$ cat src/rtl/access_pkg.sv
// Shared widths, table sizes, default credential tables and the
// password-change FSM encoding for the credential store.
package access_pkg;

  localparam int ID_W      = 16;  // 4 BCD digits
  localparam int PASS_W    = 20;  // 5 hex digits
  localparam int ADDR_W    = 4;
  localparam int NUM_USERS = 6;   // populated entries 0..NUM_USERS-1, at most 16
  localparam int GUEST_IDX = 5;   // entry whose password is locked

  // Index width into the populated tables, and init counter width (counts to NUM_USERS).
  localparam int IDX_W = (NUM_USERS > 1) ? $clog2(NUM_USERS) : 1;
  localparam int CNT_W = $clog2(NUM_USERS + 1);

  typedef logic [ID_W-1:0]   id_t;
  typedef logic [PASS_W-1:0] pass_t;
  typedef logic [ADDR_W-1:0] addr_t;

  localparam id_t DEFAULT_ID [NUM_USERS] = '{
    16'h9489, 16'h3842, 16'h8321, 16'h5114, 16'h5297, 16'h1234
  };

  localparam pass_t DEFAULT_PASS [NUM_USERS] = '{
    20'h77777, 20'h11111, 20'hFFFFF, 20'hABCDE, 20'h07734, 20'h12345
  };

  typedef enum logic [2:0] {
    C_IDLE,
    C_CHECK,
    C_WRITE,
    C_ACK,
    C_ERR,
    C_HOLD
  } chg_state_e;

  // A change is allowed only for a populated, non-guest entry.
  function automatic logic chg_allowed(input addr_t a);
    return (int'(a) < NUM_USERS) && (int'(a) != GUEST_IDX);
  endfunction

endpackage

$ cat src/rtl/cred_rd_pipe.sv
// Two-stage registered table read: stage 1 captures the address, stage 2
// captures the selected word. Out-of-range addresses, or reads while
// disabled, return zero with valid low.
module cred_rd_pipe #(
  parameter int DW    = 16,
  parameter int DEPTH = 6,
  parameter int AW    = 4,
  parameter int IW    = 3
) (
  input  logic          clk,
  input  logic          rst,
  input  logic          en,
  input  logic [AW-1:0] addr,
  input  logic [DW-1:0] rows [DEPTH],
  output logic [DW-1:0] q,
  output logic          q_valid
);

  logic [AW-1:0] addr_q, addr_d;
  logic [DW-1:0] q_q, q_d;
  logic          valid_q, valid_d;

  // Stage-2 data select with range and enable check.
  always_comb begin
    // NOTE: every combinational output gets a default first so no path leaves it unassigned (no latch).
    addr_d  = addr;
    q_d     = '0;
    valid_d = 1'b0;
    if (en && (int'(addr_q) < DEPTH)) begin
      q_d     = rows[addr_q[IW-1:0]];
      valid_d = 1'b1;
    end
  end

  // Pipeline registers for the address and the read result.
  always_ff @(posedge clk or negedge rst) begin
    // NOTE: sequential state uses non-blocking assignments so all flops update together at the edge.
    if (!rst) begin
      addr_q  <= '0;
      q_q     <= '0;
      valid_q <= 1'b0;
    end else begin
      addr_q  <= addr_d;
      q_q     <= q_d;
      valid_q <= valid_d;
    end
  end

  assign q       = q_q;
  assign q_valid = valid_q;

endmodule

$ cat src/rtl/credential_store.sv
// Credential lookup responder: constant ID table and writable password table
// behind identical 2-cycle read pipelines, a post-reset password loader, and
// a request/acknowledge password-change FSM.
module credential_store
  import access_pkg::*;
(
  input  logic        clk,
  input  logic        rst,
  input  logic [3:0]  address_id,
  input  logic [3:0]  address_pass,
  output logic [ID_W-1:0]   q_id,
  output logic [PASS_W-1:0] q_pass,
  output logic        q_id_valid,
  output logic        q_pass_valid,
  output logic        init_done,
  input  logic        chg_req,
  input  logic [3:0]  chg_addr,
  input  logic [PASS_W-1:0] chg_pass,
  output logic        chg_ack,
  output logic        chg_err
);

  id_t              id_rom   [NUM_USERS];
  pass_t            pass_mem [NUM_USERS];

  logic [CNT_W-1:0] init_cnt_q, init_cnt_d;
  logic             init_done_q, init_done_d;

  chg_state_e       state_q;
  addr_t            chg_addr_q;
  pass_t            chg_pass_q;
  logic             chg_ack_q, chg_err_q;

  logic             wr_en;
  logic [IDX_W-1:0] wr_idx;
  pass_t            wr_data;

  // Constant ID table feeding the ID read pipeline.
  always_comb begin
    for (int i = 0; i < NUM_USERS; i++) id_rom[i] = DEFAULT_ID[i];
  end

  // Loader progress: one default entry per cycle, done one edge after the last write.
  always_comb begin
    init_cnt_d  = init_cnt_q;
    init_done_d = init_done_q;
    if (int'(init_cnt_q) < NUM_USERS) init_cnt_d  = init_cnt_q + 1'b1;
    else                              init_done_d = 1'b1;
  end

  // Loader counter and done flag.
  always_ff @(posedge clk or negedge rst) begin
    if (!rst) begin
      init_cnt_q  <= '0;
      init_done_q <= 1'b0;
    end else begin
      init_cnt_q  <= init_cnt_d;
      init_done_q <= init_done_d;
    end
  end

  // Single password write port: loader before init_done, change FSM after.
  always_comb begin
    wr_en   = 1'b0;
    wr_idx  = '0;
    wr_data = '0;
    if (!init_done_q) begin
      if (int'(init_cnt_q) < NUM_USERS) begin
        wr_en   = 1'b1;
        wr_idx  = init_cnt_q[IDX_W-1:0];
        wr_data = DEFAULT_PASS[init_cnt_q[IDX_W-1:0]];
      end
    end else if (state_q == C_WRITE) begin
      wr_en   = 1'b1;
      wr_idx  = chg_addr_q[IDX_W-1:0];
      wr_data = chg_pass_q;
    end
  end

  // Password storage.
  always_ff @(posedge clk) begin
    // NOTE: storage array has no reset; the loader rewrites every entry after each reset instead.
    if (wr_en) pass_mem[wr_idx] <= wr_data;
  end

  // Password-change FSM with registered one-cycle ack/err pulses.
  always_ff @(posedge clk or negedge rst) begin
    if (!rst) begin
      state_q    <= C_IDLE;
      chg_addr_q <= '0;
      chg_pass_q <= '0;
      chg_ack_q  <= 1'b0;
      chg_err_q  <= 1'b0;
    end else begin
      chg_ack_q <= 1'b0;
      chg_err_q <= 1'b0;
      unique case (state_q)
        C_IDLE: begin
          if (chg_req && init_done_q) begin
            chg_addr_q <= chg_addr;
            chg_pass_q <= chg_pass;
            state_q    <= C_CHECK;
          end
        end
        C_CHECK: begin
          if (chg_allowed(chg_addr_q)) begin
            state_q <= C_WRITE;
          end else begin
            state_q   <= C_ERR;
            chg_err_q <= 1'b1;
          end
        end
        C_WRITE: begin
          state_q   <= C_ACK;
          chg_ack_q <= 1'b1;
        end
        C_ACK, C_ERR: state_q <= C_HOLD;
        C_HOLD: if (!chg_req) state_q <= C_IDLE;
        default: state_q <= C_IDLE;
      endcase
    end
  end

  cred_rd_pipe #(.DW(ID_W), .DEPTH(NUM_USERS), .AW(ADDR_W), .IW(IDX_W)) u_id_pipe (
    .clk     (clk),
    .rst     (rst),
    .en      (init_done_q),
    .addr    (address_id),
    .rows    (id_rom),
    .q       (q_id),
    .q_valid (q_id_valid)
  );

  cred_rd_pipe #(.DW(PASS_W), .DEPTH(NUM_USERS), .AW(ADDR_W), .IW(IDX_W)) u_pass_pipe (
    .clk     (clk),
    .rst     (rst),
    .en      (init_done_q),
    .addr    (address_pass),
    .rows    (pass_mem),
    .q       (q_pass),
    .q_valid (q_pass_valid)
  );

  assign init_done = init_done_q;
  assign chg_ack   = chg_ack_q;
  assign chg_err   = chg_err_q;

endmodule
$ cat config.mk
export PLATFORM = sky130hd
export DESIGN_NAME = credential_store
export DESIGN_NICKNAME = d
export VERILOG_FILES = /design/src/rtl/access_pkg.sv /design/src/rtl/cred_rd_pipe.sv /design/src/rtl/credential_store.sv
export SDC_FILE = /design/constraint.sdc
export NUM_CORES = 1
export LEC_CHECK = 0
export ABC_AREA = 1
export CORE_UTILIZATION = 50
export CTS_BUF_LIST = sky130_fd_sc_hd__clkbuf_4 sky130_fd_sc_hd__clkbuf_8
export DETAILED_ROUTE_END_ITERATION = 7
export GPL_TIMING_DRIVEN = 0
export PLACE_DENSITY = 0.72
export SETUP_SLACK_MARGIN = 0.5
export SYNTH_ARGS = -nofsm -noshare
export SYNTH_HDL_FRONTEND = slang
export SYNTH_SLANG_ARGS = --single-unit
$ cat constraint.sdc
create_clock -name clk -period 2.6 [get_ports clk]
set_input_delay 0.39 -clock clk [delete_from_list [all_inputs] [get_ports clk]]
set_output_delay 0.39 -clock clk [all_outputs]
set_load 0.01 [all_outputs]
Word level (Yosys, flattened, before mapping)
Memories as Yosys holds them, arrays and structs flattened.
Cells that the tools add are included.

storage, ports and cells
  bits in registers = 199
  memory bits (read-only) = 288
  output and inout bits = 41
  word-level logic and storage cells = 81
  memories = 2

memory list
  memory           words  bits a word  read ports  clocked after memory_dff  wr ports  line                    RTL
  (no name shown)  8      20           1           0                         0         credential_store.sv:71  wr_data = DEFAULT_PASS[init_cnt_q[IDX_W-1:0]];
  (no name shown)  8      16           1           0                         0         cred_rd_pipe.sv:30      q_d = rows[addr_q[IW-1:0]];

cells by class
  $add $sub $neg = 1
  magnitude comparators = 9
  equal/unequal tests = 8
  multiplexer cells = 29
  bitwise gates (word level) = 4
  reduce and logical (&&, ||, !) cells = 9

operators with widths
  kind                   number
  $mux W20               9
  $bwmux W120            1
  $bmux W20 S3           1
  $demux W20 S3          1
  $mux W16               3
  $mux W3                6
  $ge A4 B4 Y1 const B   4
  $not A3 Y4             4
  $pmux W3 S5            1
  $lt A4 B3 Y1 const B   3
  $mux W1                7
  $eq A3 B2 Y1 const B   2
  $eq A3 B3 Y1 const B   2
  $logic_and A1 B1 Y1    5
  $lt A4 B1 Y1 const B   1
  $ne A2 B2 Y1 const B   2
  $ne A4 B4 Y1 const B   1
  $reduce_and A2 Y1      2
  $add A3 B1 Y3 const B  1
  $eq A3 B1 Y1 const B   1
  $logic_not A3 Y1       1
  $lt A3 B3 Y1 const B   1
  $reduce_or A2 Y1       1

Longest topological paths before layout
Gate-level depths: netlist (run 1).

  word-level depth = 9
  depth in mapped cells = 8
  depth with buffers taken out = 7

Modules after synthesis
From an unflattened synthesis (run 1), not the netlist that was laid out.

unflattened totals
  cell total of the unflattened synthesis = 879
  area total of the unflattened synthesis = 8911.0 µm²

by module, submodules not included
  module                      times used  cells an instance  area each (µm²)  seq. area each (µm²)
  credential_store            1           349                5412.7           4429.2
  cred_rd_pipe (u_pass_pipe)  1           294                1971.9           625.6
  cred_rd_pipe (u_id_pipe)    1           236                1526.5           525.5

Least setup slack after synthesis (run 1)
No wires, ideal clock.

  kind = register to register
  from = register init_done_q, in the netlist init_done
  to = register pass_mem[40] in the netlist's numbering, enable pin
  arrival = 1.920 ns
  data required time = 2.203 ns
  setup slack = 0.284 ns
  stages on the path, launching flop included = 7
  clock period less this slack = 2.316 ns
  cell sequence = dfrtp_1 buf_6 nor2_1 nand2_1 nand2_1 nand2_1 nor2_1

on the way
  longest elaborated chain between the ends = 1

RTL lines
  what                           line                    RTL
  start, declared                credential_store.sv:27  logic init_done_q, init_done_d;
  start signal, assigned         credential_store.sv:58  init_done_q <= init_done_d;
  $mux W1                        credential_store.sv:67  if (!init_done_q) begin
  end signal, assigned by index  credential_store.sv:83  if (wr_en) pass_mem[wr_idx] <= wr_data;
  end, declared                  credential_store.sv:24  pass_t pass_mem [NUM_USERS];

Every way passes these cells.
A chain may end at the register's enable or synchronous reset.

Worst setup path in the final report (run 1)
  from = register init_done_q, in the netlist init_done
  to = register pass_mem[115] in the netlist's numbering, enable pin

Same word-level chain as after synthesis.

==> flow_metrics.env, run 1 <==
export IMPL_status="completed"
export IMPL_wirelength_um=16000
export IMPL_dieArea_um2=16800
export IMPL_finalCritPeriodShare_pct=78.0
export IMPL_grt_pass1_wl_um=25700
export IMPL_drt_iter0_drc=444
export IMPL_cts_root_buf="clkbuf_8"
export IMPL_core_um2=15900
export IMPL_r2r_start="init_done"
export IMPL_placed_cell_area_um2=9240
export IMPL_ys_seq_elements=195
export IMPL_synth_cell_type_count=35
export IMPL_worstMarginPinSlew_ns=0.740
export IMPL_synth_most_common_cell="nand2_1"
export IMPL_cts_tree="built"
export IMPL_areaGrowthSynthToFinish_pct=21.4
export IMPL_synth_top_cells_by_area="edfxtp_1 (44%), dfrtp_1 (23%), nand2_1 (8.4%)"
export IMPL_p_comb_share_pct=17.0
export IMPL_required_ns=2.79
export IMPL_path_class="reg -> reg"
export IMPL_fmax_mhz=493
export IMPL_reg2reg_setup_slack_ns=0.57
export IMPL_grt_ovfl_total=0
export IMPL_antenna_found_initial=0
export IMPL_rows=46
export IMPL_finalHoldViolCount=0
export IMPL_swShare_pct=26.7
export IMPL_slew_limit_headroom_pct=50.1
export IMPL_dr_pass1_iters=5
export IMPL_critPathLaunch="init_done"
export IMPL_endpoint_kind="flop"
export IMPL_synth_common_cells="nand2_1 (183), inv_1 (121), edfxtp_1 (120)"
export IMPL_clkSlewWorstSetupHoldPaths_ns=0.09
export IMPL_r2r_end="pass_mem[115]"
export IMPL_syn_area_per_cell_um2=10.6
export IMPL_drive_above_1_share_pct=14.8
export IMPL_syn_cell_area_um2=8140
export IMPL_synth_top_cell_area_share_pct=44.3
export IMPL_postRouteAntennaNets=0
export IMPL_vdd_ir_drop_max_uv=460
export IMPL_cp_max_fo=10
export IMPL_gp_congestion=0.837
export IMPL_p_int_mw=5.34
export IMPL_p_clk_share_pct=30.3
export IMPL_ys_async_sr_fraction_pct=38.5
export IMPL_fp_dieW_um=130
export IMPL_die_y_um=130
export IMPL_htree_levels=4
export IMPL_synth_cells=769
export IMPL_power_switching_mw=1.95
export IMPL_layout_min_cycle_time_ns=2.03
export IMPL_vias_per_cell=4.78
export IMPL_drt_drc_violations_left=0
export IMPL_reg2reg_depth=7
export IMPL_timing_final_ws_setup_ns=0.572
export IMPL_syn_num_nets=807
export IMPL_num_fill_cells=1294
export IMPL_fin_cells=1107
export IMPL_synth_edf_count=120
export IMPL_placed_cells=1064
export IMPL_finalSetupViolations=0
export IMPL_grt_max_degree=45
export IMPL_ys_warn_count=0
export IMPL_synth_top_area_cell="edfxtp_1"
export IMPL_fin_skew_ns=0.0116
export IMPL_num_vias=5289
export IMPL_start_util_pct=51.2
export IMPL_hold_worst_slack_ns=0.345
export IMPL_seq_area_frac_synth_pct=67.3
export IMPL_ys_flop_type="edfxtp_1"
export IMPL_dp_hpwl_um=10800
export IMPL_final_max_slew_viol_count=0
export IMPL_p_per_area_nw_per_um2=738
export IMPL_final_area_um2=9880
export IMPL_nets=916
export IMPL_wl_per_cell_um=14.4
export IMPL_grt_usage_pct=20.4
export IMPL_seqCellArea_um2=5480
export IMPL_grt_pass1_vias=5121
export IMPL_cts_buffers=17
export IMPL_cp_start_kind="flop"
export IMPL_min_path_type="in -> reg"
export IMPL_pre_cts_ws_ns=0.142
export IMPL_port_buffers=75
export IMPL_multiInputGateArea_um2=2030
export IMPL_drv_cap=0
export IMPL_finalSetupTns_ns=0
export IMPL_endpoint="pass_mem[115]"
export IMPL_cts_sinks=195
export IMPL_clockBufferDepth=2
export IMPL_seqPwrFrac_pct=52.7
export IMPL_p_leak_nw=4.47
export IMPL_rsz0062_at_grt="no"
export IMPL_io_pins=76
export IMPL_worstPathArrival_ns=2.22
export IMPL_clk_latency_ns=0.47
export IMPL_diodes=0
export IMPL_min_from="address_id[2]"
-- registers in the layout, summed over array words and instances, names as in the netlist --
signal	count
u_id_pipe.addr_q	4
init_done	1
u_pass_pipe.addr_q	4
u_pass_pipe.q_valid	1
u_id_pipe.q_valid	1
pass_mem	120
u_pass_pipe.q	20
init_cnt_q	3
chg_ack	1
chg_addr_q	4
chg_pass_q	20
state_q	3
u_id_pipe.q	12
chg_err	1
-- cell families (layout without fill, tap and decap cells) --
| family | Yosys count | count (layout) | share of synthesized area [%] |
|---|---|---|---|
| simple gates | 321 | 325 | 16.8 |
| flops | 195 | 195 | 67.3 |
| compound gates | 85 | 85 | 6.37 |
| xor+xnor | 1 | 1 | 0.108 |
| buf+inv | 164 | 282 | 8.90 |
| fa+ha+maj | 3 | 3 | 0.461 |
-- worst max-delay path, stage by stage, from the launching register on --
cell and delay (ns):
dfrtp_2 0.46, buf_6 0.17, inv_1 0.19, nand2_1 0.21, nand2_1 0.11, nand3_1 0.23, nor2_4 0.20, buf_4 0.17
-- worst min-delay path by stage --
stage | endpoint | slack [ns] | cells past startpoint
final | u_id_pipe.addr_q[2] | 0.34 | 1
after global routing | u_id_pipe.addr_q[2] | 0.31 | 1
after detailed placement | u_id_pipe.q[5] | 0.37 | 1
after floorplan | chg_ack | 0.09 | 0
after global placement | u_pass_pipe.q_valid | 0.41 | 1
after CTS | u_id_pipe.addr_q[2] | 0.31 | 1
-- power by group through the flow --
stage / clock network [mW] / registers [mW] / logic, mW
4_1_cts: 2.26 / 3.84 / 1.21
3_3_place_gp: 0 / 3.90 / 1.15
5_1_grt: 2.36 / 3.88 / 1.39
3_5_place_dp: 0 / 3.91 / 1.19
6_report: 2.21 / 3.84 / 1.24
2_1_floorplan: 0 / 3.88 / 0.812
-- through the flow --
step                util [%]  power, mW
global route            62.2       7.62
global placement        57.7       5.05
floorplan                  -       4.70
detailed placement      58.2       5.10
CTS                     61.2       7.30
finish                  62.2       7.29
-- metal layers --
layer	GRT usage, %	wire, µm	up-vias	part of all wire [%]
li1	-	-	2674	-
met1	27.1	7310	2435	46
met2	31.8	7420	157	46
met3	5.90	920	23	5.8
met4	7.93	319	0	2.0
met5	0	0	-	0
-- cell type report --
cell class / count / area share (%)
Tap cell: 216 / 2.73
Clock buffer: 19 / 2.58
Buffer: 36 / 2.47
Multi-Input combinational cell: 414 / 20.6
Clock inverter: 13 / 2.08
Timing Repair Buffer: 86 / 9.24
Inverter: 128 / 4.86
Sequential cell: 195 / 55.5
-- cells in the final DEF, fill, tap and decap left out, types with 4 or more instances in the layout --
cell type	n
dfrtp_1	74
buf_4	11
bufinv_16	5
nand2_2	21
inv_1	121
edfxtp_1	120
clkdlybuf4s50_1	74
nand2_1	179
clkbuf_1	7
nor2_1	53
nor3_1	4
buf_12	5
o21ai_0	26
nor2_4	12
buf_2	10
clkbuf_8	18
nand3_1	51
o21ai_2	20
inv_2	7
buf_1	5
buf_8	4
a21oi_1	29
-- repair_timing --
action | 4_1_cts | 5_1_grt
gates resized for setup | 3 | 13
cloned | 0 | 4
endpoints found under the hold margin | 31 | 0
setup buffers | 0 | 6
pin swaps | 0 | 7
hold buffers | 1 | 0
setup endpoints to repair | 60 | 117
No activity file was read; power rests on OpenSTA's default activity.
==> run 2: changes to the inputs <==
==> constraint.sdc (replaced) <==
create_clock -name clk -period 2.1 [get_ports clk]
set_input_delay 0.315 -clock clk [delete_from_list [all_inputs] [get_ports clk]]
set_output_delay 0.315 -clock clk [all_outputs]
set_load 0.01 [all_outputs]
==> flow_metrics.env, run 2 (synthesis gave the netlist of run 1 again) <==
export IMPL_slowest_delay_ns=0.45
export IMPL_finalCritPeriodShare_pct=81.6
export IMPL_rows=46
export IMPL_final_common_cell="nand2_1"
export IMPL_wirelength_um=16900
export IMPL_num_fill_cells=1198
export IMPL_finalHoldViolCount=0
export IMPL_clockBufferDepth=2
export IMPL_grt_usage_pct=21.9
export IMPL_drive_above_1_share_pct=21.7
export IMPL_p_leak_nw=4.84
export IMPL_cts_root_buf="clkbuf_8"
export IMPL_wl_per_cell_um=14.8
export IMPL_rsz0062_at_grt="yes"
export IMPL_placed_cells=1061
export IMPL_slowest_stage="dfrtp_2"
export IMPL_final_max_slew_viol_count=0
export IMPL_antenna_found_initial=0
export IMPL_fin_util_pct=65.5
export IMPL_fin_cells=1147
export IMPL_min_path_type="in -> reg"
export IMPL_vias_per_cell=4.80
export IMPL_cp_max_fo=10
export IMPL_layout_min_cycle_time_ns=1.71
export IMPL_finalSetupViolations=0
export IMPL_required_ns=2.29
export IMPL_areaGrowthSynthToFinish_pct=27.8
export IMPL_cp_cell_sequence="inv_1, nor2_2, nand2_1, nand2_2, nand2_4, buf_8, nor2_4, buf_12"
export IMPL_fmax_mhz=583
export IMPL_drt_iter0_drc=338
export IMPL_grt_max_degree=43
export IMPL_core_um2=15900
export IMPL_drv_cap=0
export IMPL_seqCellArea_um2=5490
export IMPL_worstMarginPinSlew_ns=0.461
export IMPL_diodes=0
export IMPL_multiInputGateArea_um2=2200
export IMPL_grt_ovfl_total=0
export IMPL_start_util_pct=51.2
export IMPL_cts_buffers=17
export IMPL_cts_sinks=195
export IMPL_postRouteAntennaNets=0
export IMPL_vdd_ir_drop_max_uv=465
export IMPL_path_class="reg -> reg"
export IMPL_regMostFlops="pass_mem"
export IMPL_cts_tree="built"
export IMPL_status="completed"
export IMPL_worstPathArrival_ns=1.91
export IMPL_final_cell_mix="nand2_1 (171), edfxtp_1 (120), inv_1 (119)"
export IMPL_port_buffers=75
export IMPL_die_y_um=130
export IMPL_placed_cell_area_um2=9270
export IMPL_drt_drc_violations_left=0
export IMPL_nets=956
export IMPL_largest_reg_flops=120
export IMPL_clk_latency_ns=0.47
export IMPL_dr_pass1_iters=5
export IMPL_dieArea_um2=16800
export IMPL_fin_skew_ns=0.00822
export IMPL_cp_start_kind="flop"
export IMPL_fp_dieW_um=130
export IMPL_slew_limit_headroom_pct=69.2
export IMPL_endpoint_kind="flop"
export IMPL_dp_hpwl_um=10600
export IMPL_grt_pass1_wl_um=27100
export IMPL_io_pins=76
export IMPL_final_area_um2=10400
export IMPL_p_per_area_nw_per_um2=845
export IMPL_clkSlewWorstSetupHoldPaths_ns=0.10
export IMPL_power_mw=8.79
export IMPL_num_vias=5508
export IMPL_gp_congestion=0.823
export IMPL_grt_pass1_vias=5349
export IMPL_htree_levels=4
run 2: cell types whose count changed in the layout (fill, tap and decap cells not counted), sizes merged:
| cell | change |
|---|---|
| buf | +40 |
| bufinv | -4 |
| clkbuf | -2 |
| clkdlybuf4s15 | +2 |
| clkdlybuf4s50 | -41 |
| clkinv | +3 |
| clkinvlp | +1 |
| dlygate4sd2 | +37 |
| inv | +2 |
| nor2 | +2 |
run 2: power breakdown:
part	internal (mW)	total [mW]	switching [mW]	leakage, nW
Sequential	4.51	4.75	0.242	2.05
Combinational	0.796	1.78	0.983	2.61
Clock	0.946	2.26	1.32	0.177
run 2: critical path, delay by kind of cell, from the launching register on:
| family | cells | cell delay [ns] |
|---|---|---|
| DFF | 1 | 0.45 |
| and+or+nand+nor | 5 | 0.58 |
| buffers and inverters | 3 | 0.40 |
run 2: worst paths after layout:
path                       cells after the start  slack (ns)                   to                   from
max                                            8        0.39          pass_mem[8]          init_cnt_q[2]
min                                            1        0.27  u_id_pipe.addr_q[3]          address_id[3]
max reg2reg                                    8        0.39          pass_mem[8]          init_cnt_q[2]
min reg2reg                                    1        0.43  u_pass_pipe.q_valid  u_pass_pipe.addr_q[3]
max in group asynchronous                      3        1.20        init_cnt_q[2]                    rst
min in group asynchronous                      2        0.32       u_id_pipe.q[7]                    rst
run 2: per-stage QoR:
step / hold slack [ns] / setup WS [ns] / setup TNS [ns]
2_1_floorplan: 0.0194 / 0.421 / 0
3_3_place_gp: 0.418 / -2.26 / -148.57
3_5_place_dp: 0.293 / 0.109 / 0
4_1_cts: 0.245 / 0.408 / 0
5_1_grt: 0.251 / 0.335 / 0
6_report: 0.266 / 0.386 / 0
run 2: area by class of cell:
cell class                 instances  share of cell area [%]
clock inverter                    15                    1.27
clock buffer                      17                    2.25
buffer                            36                    2.45
timing repair buffer             124                    12.7
sequential                       195                    52.8
multi-input combinational        416                    21.2
tap                              216                    2.60
inverter                         128                    4.79
run 2: routing by layer:
| layer | track usage [%] | wire (µm) | up-vias |
|---|---|---|---|
| met5 | 0 | 0 | - |
| met4 | 8.48 | 371 | 0 |
| met3 | 5.28 | 1050 | 33 |
| met2 | 36.6 | 8290 | 169 |
| met1 | 27.5 | 7210 | 2559 |
| li1 | - | - | 2747 |
run 2: what timing repair did:
item	in CTS	in global routing
gates cloned	8	0
hold buffers	1	0
setup buffers	38	7
endpoints found under the hold margin	33	0
gates resized for setup	95	21
setup endpoints to repair	185	172
pin swaps	21	8
==> edit 1: new RTL, flow settings as in run 2 <==
Register the output `chg_err` once more, without a reset; this adds one clock of latency there. The other outputs are not delayed to match.
--- a/src/rtl/credential_store.sv
+++ b/src/rtl/credential_store.sv
@@ -144,5 +144,7 @@
   assign init_done = init_done_q;
   assign chg_ack   = chg_ack_q;
-  assign chg_err   = chg_err_q;
+  always_ff @(posedge clk) begin
+    chg_err <= chg_err_q;
+  end
 
 endmodule
Behaviour: not the same (Yosys sat finds a counterexample within 10 cycles, from zero or initial values and one cycle with rst low).
==> edit 1 against run 2 <==
Critical path depth stayed put; via count is 0.80% higher; design area is 0.46% higher; routed wire length is 4.4% higher; power is 2.8% higher; synthesized area is 0.25% higher; clock power is 12% higher; first-iteration DRC count is 11% higher; sequential cell count is 1 higher; worst setup slack worse by 0.089 ns; fmax is 4.9% lower; largest power group unchanged; highest routed layer unchanged.
==> edit 1: results (changes against run 2) <==
| Result | This run | Unit | Change |
| --- | --- | --- | --- |
| Clock distribution area overhead in the final layout | 0.0395 | - | +0.00427 |
| Final Util | 0.658 | - | +0.00299 |
| Clock Skews | 0.0113 | ns | +0.00304 ns |
| Number of instances in the placed design | 1,062 | - | +0.094% |
| Largest net degree at the start of global routing | 47 | - | +9.3% |
| Via count | 5,552 | - | +0.80% |
| Routed length on met2 | 8.66 | mm | +4.4% |
| First-pass GRT wire length | 27.8 | mm | +2.3% |
| Routed wl met3 | 1.21 | mm | +15% |
| Vias in the first global route | 5,354 | - | +0.093% |
| Dominant cells by area after synthesis | edfxtp_1 (44%), dfrtp_1 (23%), nand2_1 (8.4%), inv_1 (5.6%), nand3_1 (3.1%) | - |  |
| Dpl cell area | 0.00930 | sq mm | +0.30% |
| Synthesized area divided by synthesized cell count | 10.6 | sq um | +0.12% |
| HPWL after detailed placement | 10.7 | mm | +0.72% |
| Largest stage delay, worst path | 0.38 | ns | -0.07 ns |
| Commonest cells in the synthesized netlist | nand2_1 (183), inv_1 (121), edfxtp_1 (120) | - |  |
| Pwr Density | 865 | mW/mm^2 | +2.4% |
| Met2 capacity usage during global routing | 0.368 | - | +0.00157 |
| Share of the final layout cell area in sequential cells | 0.527 | - | about the same |
| Non-clock buffering overhead in the final layout | 0.145 | - | -0.00703 |
| Cells resized by post-CTS repair | 91 | - | -4.2% |
| Routed metal-1 wirelength | 7.42 | mm | +2.9% |
| Combinational logic power | 1.71 | mW | -4% |
| # fillers | 1,218 | - | +1.7% |
| Fraction of layout instances using a drive strength above 1 | 0.218 | - | +0.000936 |
| Sequential area share after synthesis | 0.674 | - | +0.000801 |
| Worst voltage drop across the vdd grid | 0.516 | mV | +11% |
| Combined area of the multi-input logic cells | 0.00225 | sq mm | +2.0% |
| Signal buffers | 155 | - | -3.1% |
| GRT Util Overall | 0.223 | - | +0.00463 |
| FFs w/ async S/R, synth | 0.383 | - | -0.00196 |
| Sink Count | 196 | - | +0.51% |
| Placer's final routability congestion estimate | 0.885 | - | +7.4% |
| Portion of total power attributed to the clock network | 0.281 | - | +0.024 |
| Outcome | finished, final reports clean | - |  |
| Met1 track utilization from global routing | 0.290 | - | +0.0150 |
| Clock buffer count | 19 | - | +2 |
| Routed len/inst | 15.5 | um | +4.8% |
| Layout Nets | 952 | - | -0.42% |
| Worst slack at placement | 0.118 | ns | +0.00952 ns |
| Post-Route WL | 17.7 | mm | +4.4% |
| Net switching share of the total power | 0.273 | - | -0.0161 |
-- edit 1: cell types whose count changed in the layout (fill, tap and decap cells not counted), moves of 3 or more --
cell | run 2 | this run
nand2_1 | 171 | 165
buf_12 | 15 | 10
buf_4 | 28 | 23
nand2_2 | 23 | 27
bufinv_16 | 1 | 4
-- edit 1: worst paths after layout --
kind	startpoint	endpoint	slack [ns]	depth (start not counted)
max	state_q[1]	pass_mem[59]	0.30	8
min	address_id[2]	u_id_pipe.addr_q[2]	0.29	1
max reg2reg	state_q[1]	pass_mem[59]	0.30	8
min reg2reg	chg_err_q	chg_err	0.35	0
max in group asynchronous	rst	init_cnt_q[2]	1.22	3
min in group asynchronous	rst	chg_ack	0.31	2
-- edit 1: logic make-up after synthesis --
logic type                 Yosys count  synth area share
xor gates and xnor gates             1           0.00107
AOI/OAI and AO/OA                   85            0.0635
DFF                                196             0.674
buffers and inverters              164            0.0888
adders and majority gates            3           0.00460
and+or+nand+nor                    321             0.168
==> edit 2: new RTL, flow settings as in run 2 <==
Without the edit above. Change the package constant `PASS_W` from 20 to 40.
--- a/src/rtl/access_pkg.sv
+++ b/src/rtl/access_pkg.sv
@@ -4,5 +4,5 @@
 
   localparam int ID_W      = 16;  // 4 BCD digits
-  localparam int PASS_W    = 20;  // 5 hex digits
+  localparam int PASS_W    = 40;  // 5 hex digits
   localparam int ADDR_W    = 4;
   localparam int NUM_USERS = 6;   // populated entries 0..NUM_USERS-1, at most 16
Ports: changed (resized chg_pass and q_pass); port bits go from 76 to 116. No check against the original RTL was run, so the function may have changed too.
==> edit 2 against run 2 <==
Non-clock buffer count rose by 119; synthesized area grew 76%; power is 110% higher; design area up 91%; final cell count up 81%; routed wire length is 140% higher; worst setup slack got worse by 0.21 ns; first-iteration DRC count grew to 2.9 times the old value; count of clock-buffer cells in the layout is 73 higher; sequential cell count up 160; largest cell class unchanged; synthesized cell count grew 76%; core utilization is 5.3 points higher; die area grew 75%.
==> edit 2: results (changes against run 2) <==
| Result | This run | Unit | Change |
| --- | --- | --- | --- |
| Outcome | finished, final reports clean | - |  |
| Reported clock group power | 6.23 | mW | +180% |
| Setup slack of the worst register-to-register path | 0.18 | ns | -0.21 ns |
| Combinational logic power | 3.77 | mW | +110% |
| Portion of total power attributed to the clock network | 0.335 | - | +0.078 |
| Gate count of the mapped netlist | 1,356 | - | +76% |
| Worst reg2reg startpoint | init_done | - |  |
| Commonest cells in the synthesized netlist | nand2_1 (315), edfxtp_1 (240), inv_1 (214) | - |  |
| Number of instances in the placed design | 1,850 | - | +74% |
| First-iteration detailed-routing DRC count | 980 | - | +190% |
| Routed length on met2 | 19.9 | mm | +140% |
| Largest register FFs | 240 | - | +100% |
| Via count | 10,917 | - | +98% |
| Dpl cell area | 0.0161 | sq mm | +74% |
| Met2 capacity usage during global routing | 0.440 | - | +0.0743 |
| Met3 Track Usage GR | 0.0504 | - | -0.00246 |
| Clock Skews | 0.0210 | ns | +0.0128 ns |
| Placer's final routability congestion estimate | 0.852 | - | +3.5% |
| Dominant cells by area after synthesis | edfxtp_1 (50%), dfrtp_1 (20%), nand2_1 (8.2%), inv_1 (5.6%), nor2_1 (3.7%) | - |  |
| Detail-routed via count per cell | 5.27 | - | +9.8% |
| Count of port buffers added during placement | 115 | - | +53% |
| Cell type of the slowest stage on the worst timing path | dfrtp_1 | - |  |
| CTS Buf Count | 57 | - | +40 |
| GRT Util Overall | 0.268 | - | +0.0492 |
| Largest stage delay, worst path | 0.43 | ns | -0.02 ns |
| Clock network latency to the later pin of the worst-skew pair | 0.61 | ns | +0.14 ns |
| HPWL after detailed placement | 19.3 | mm | +82% |
| Routed len/inst | 19.7 | um | +34% |
| Number of flops mapped to enable cells by yosys | 240 | - | +100% |
| Worst min path class | input pin to async pin | - |  |
| Hold Worst Slack | 0.129 | ns | -0.137 ns |
| Maximum net fanout on the critical path | 6 | - | -4 |
| Clock Pin Slew Worst Setup and Hold Paths | 0.06 | ns | -0.04 ns |
| Area fraction in compound gates after synthesis | 0.0521 | - | -0.0116 |
| Standby leakage power | 9.60 | nW | +98% |
| First-pass GRT wire length | 57.5 | mm | +110% |
| Actual slew at the worst max-slew pin | 0.598 | ns | +0.136 ns |
| Worst voltage drop across the vdd grid | 0.656 | mV | +41% |
| Adder and majority gate portion of the synthesized area | 0.00262 | - | -0.00200 |
| Share of the synthesized netlist area taken by xor and xnor gates | 0.000611 | - | -0.000466 |
| Fraction of layout instances using a drive strength above 1 | 0.252 | - | +0.0347 |
| Arrival time of the worst setup path | 2.25 | ns | +0.34 ns |
| Die Width | 171 | um | +32% |
[edit 2: critical path: cells and delay by family (launching register included)]
| kind | cells | cell delay, ns |
|---|---|---|
| flip-flops | 1 | 0.43 |
| AND/OR/NAND/NOR | 5 | 0.69 |
| buffers and inverters | 3 | 0.49 |
[edit 2: worst max-delay path by stage]
stage | endpoint
after global placement | u_id_pipe.addr_q[1]
after detailed placement | pass_mem[110]
after floorplan | pass_mem[0]
final | pass_mem[99]
after global routing | pass_mem[98]
after CTS | q_pass[11]
[edit 2: final cells by class]
| type | instances | share of cell area |
|---|---|---|
| clock buffer | 90 | 0.0565 |
| sequential | 355 | 0.509 |
| tap | 378 | 0.0239 |
| buffer | 66 | 0.0280 |
| multi-input combinational | 727 | 0.198 |
| clock inverter | 16 | 0.00530 |
| timing repair buffer | 213 | 0.135 |
| inverter | 226 | 0.0443 |
[edit 2: per-stage QoR]
step | utilization | setup TNS, ns | setup WS, ns
CTS | 0.668 | 0 | 0.282
floorplan | - | 0 | 0.105
detailed placement | 0.575 | -118.50 | -0.555
finish | 0.708 | 0 | 0.179
global placement | 0.574 | -559.83 | -3.95
global route | 0.708 | 0 | 0.160
[edit 2: cells by family (layout without fill, tap and decap cells)]
| logic type | after synthesis | count (layout) |
|---|---|---|
| adder cells (fa/ha/maj) | 3 | 3 |
| AO/OA/AOI/OAI | 146 | 146 |
| buffers and inverters | 292 | 611 |
| XOR/XNOR | 1 | 1 |
| AND/OR/NAND/NOR | 559 | 577 |
| flip-flops | 355 | 355 |
[edit 2: what timing repair did]
| item | in CTS | in global routing |
|---|---|---|
| gates cloned | 21 | 6 |
| gates resized for setup | 101 | 324 |
| hold buffers | 1 | 0 |
| buffers inserted | 69 | 18 |
| hold endpoints to repair | 115 | 0 |
| setup endpoints to repair | 563 | 587 |
| pin swaps | 29 | 41 |
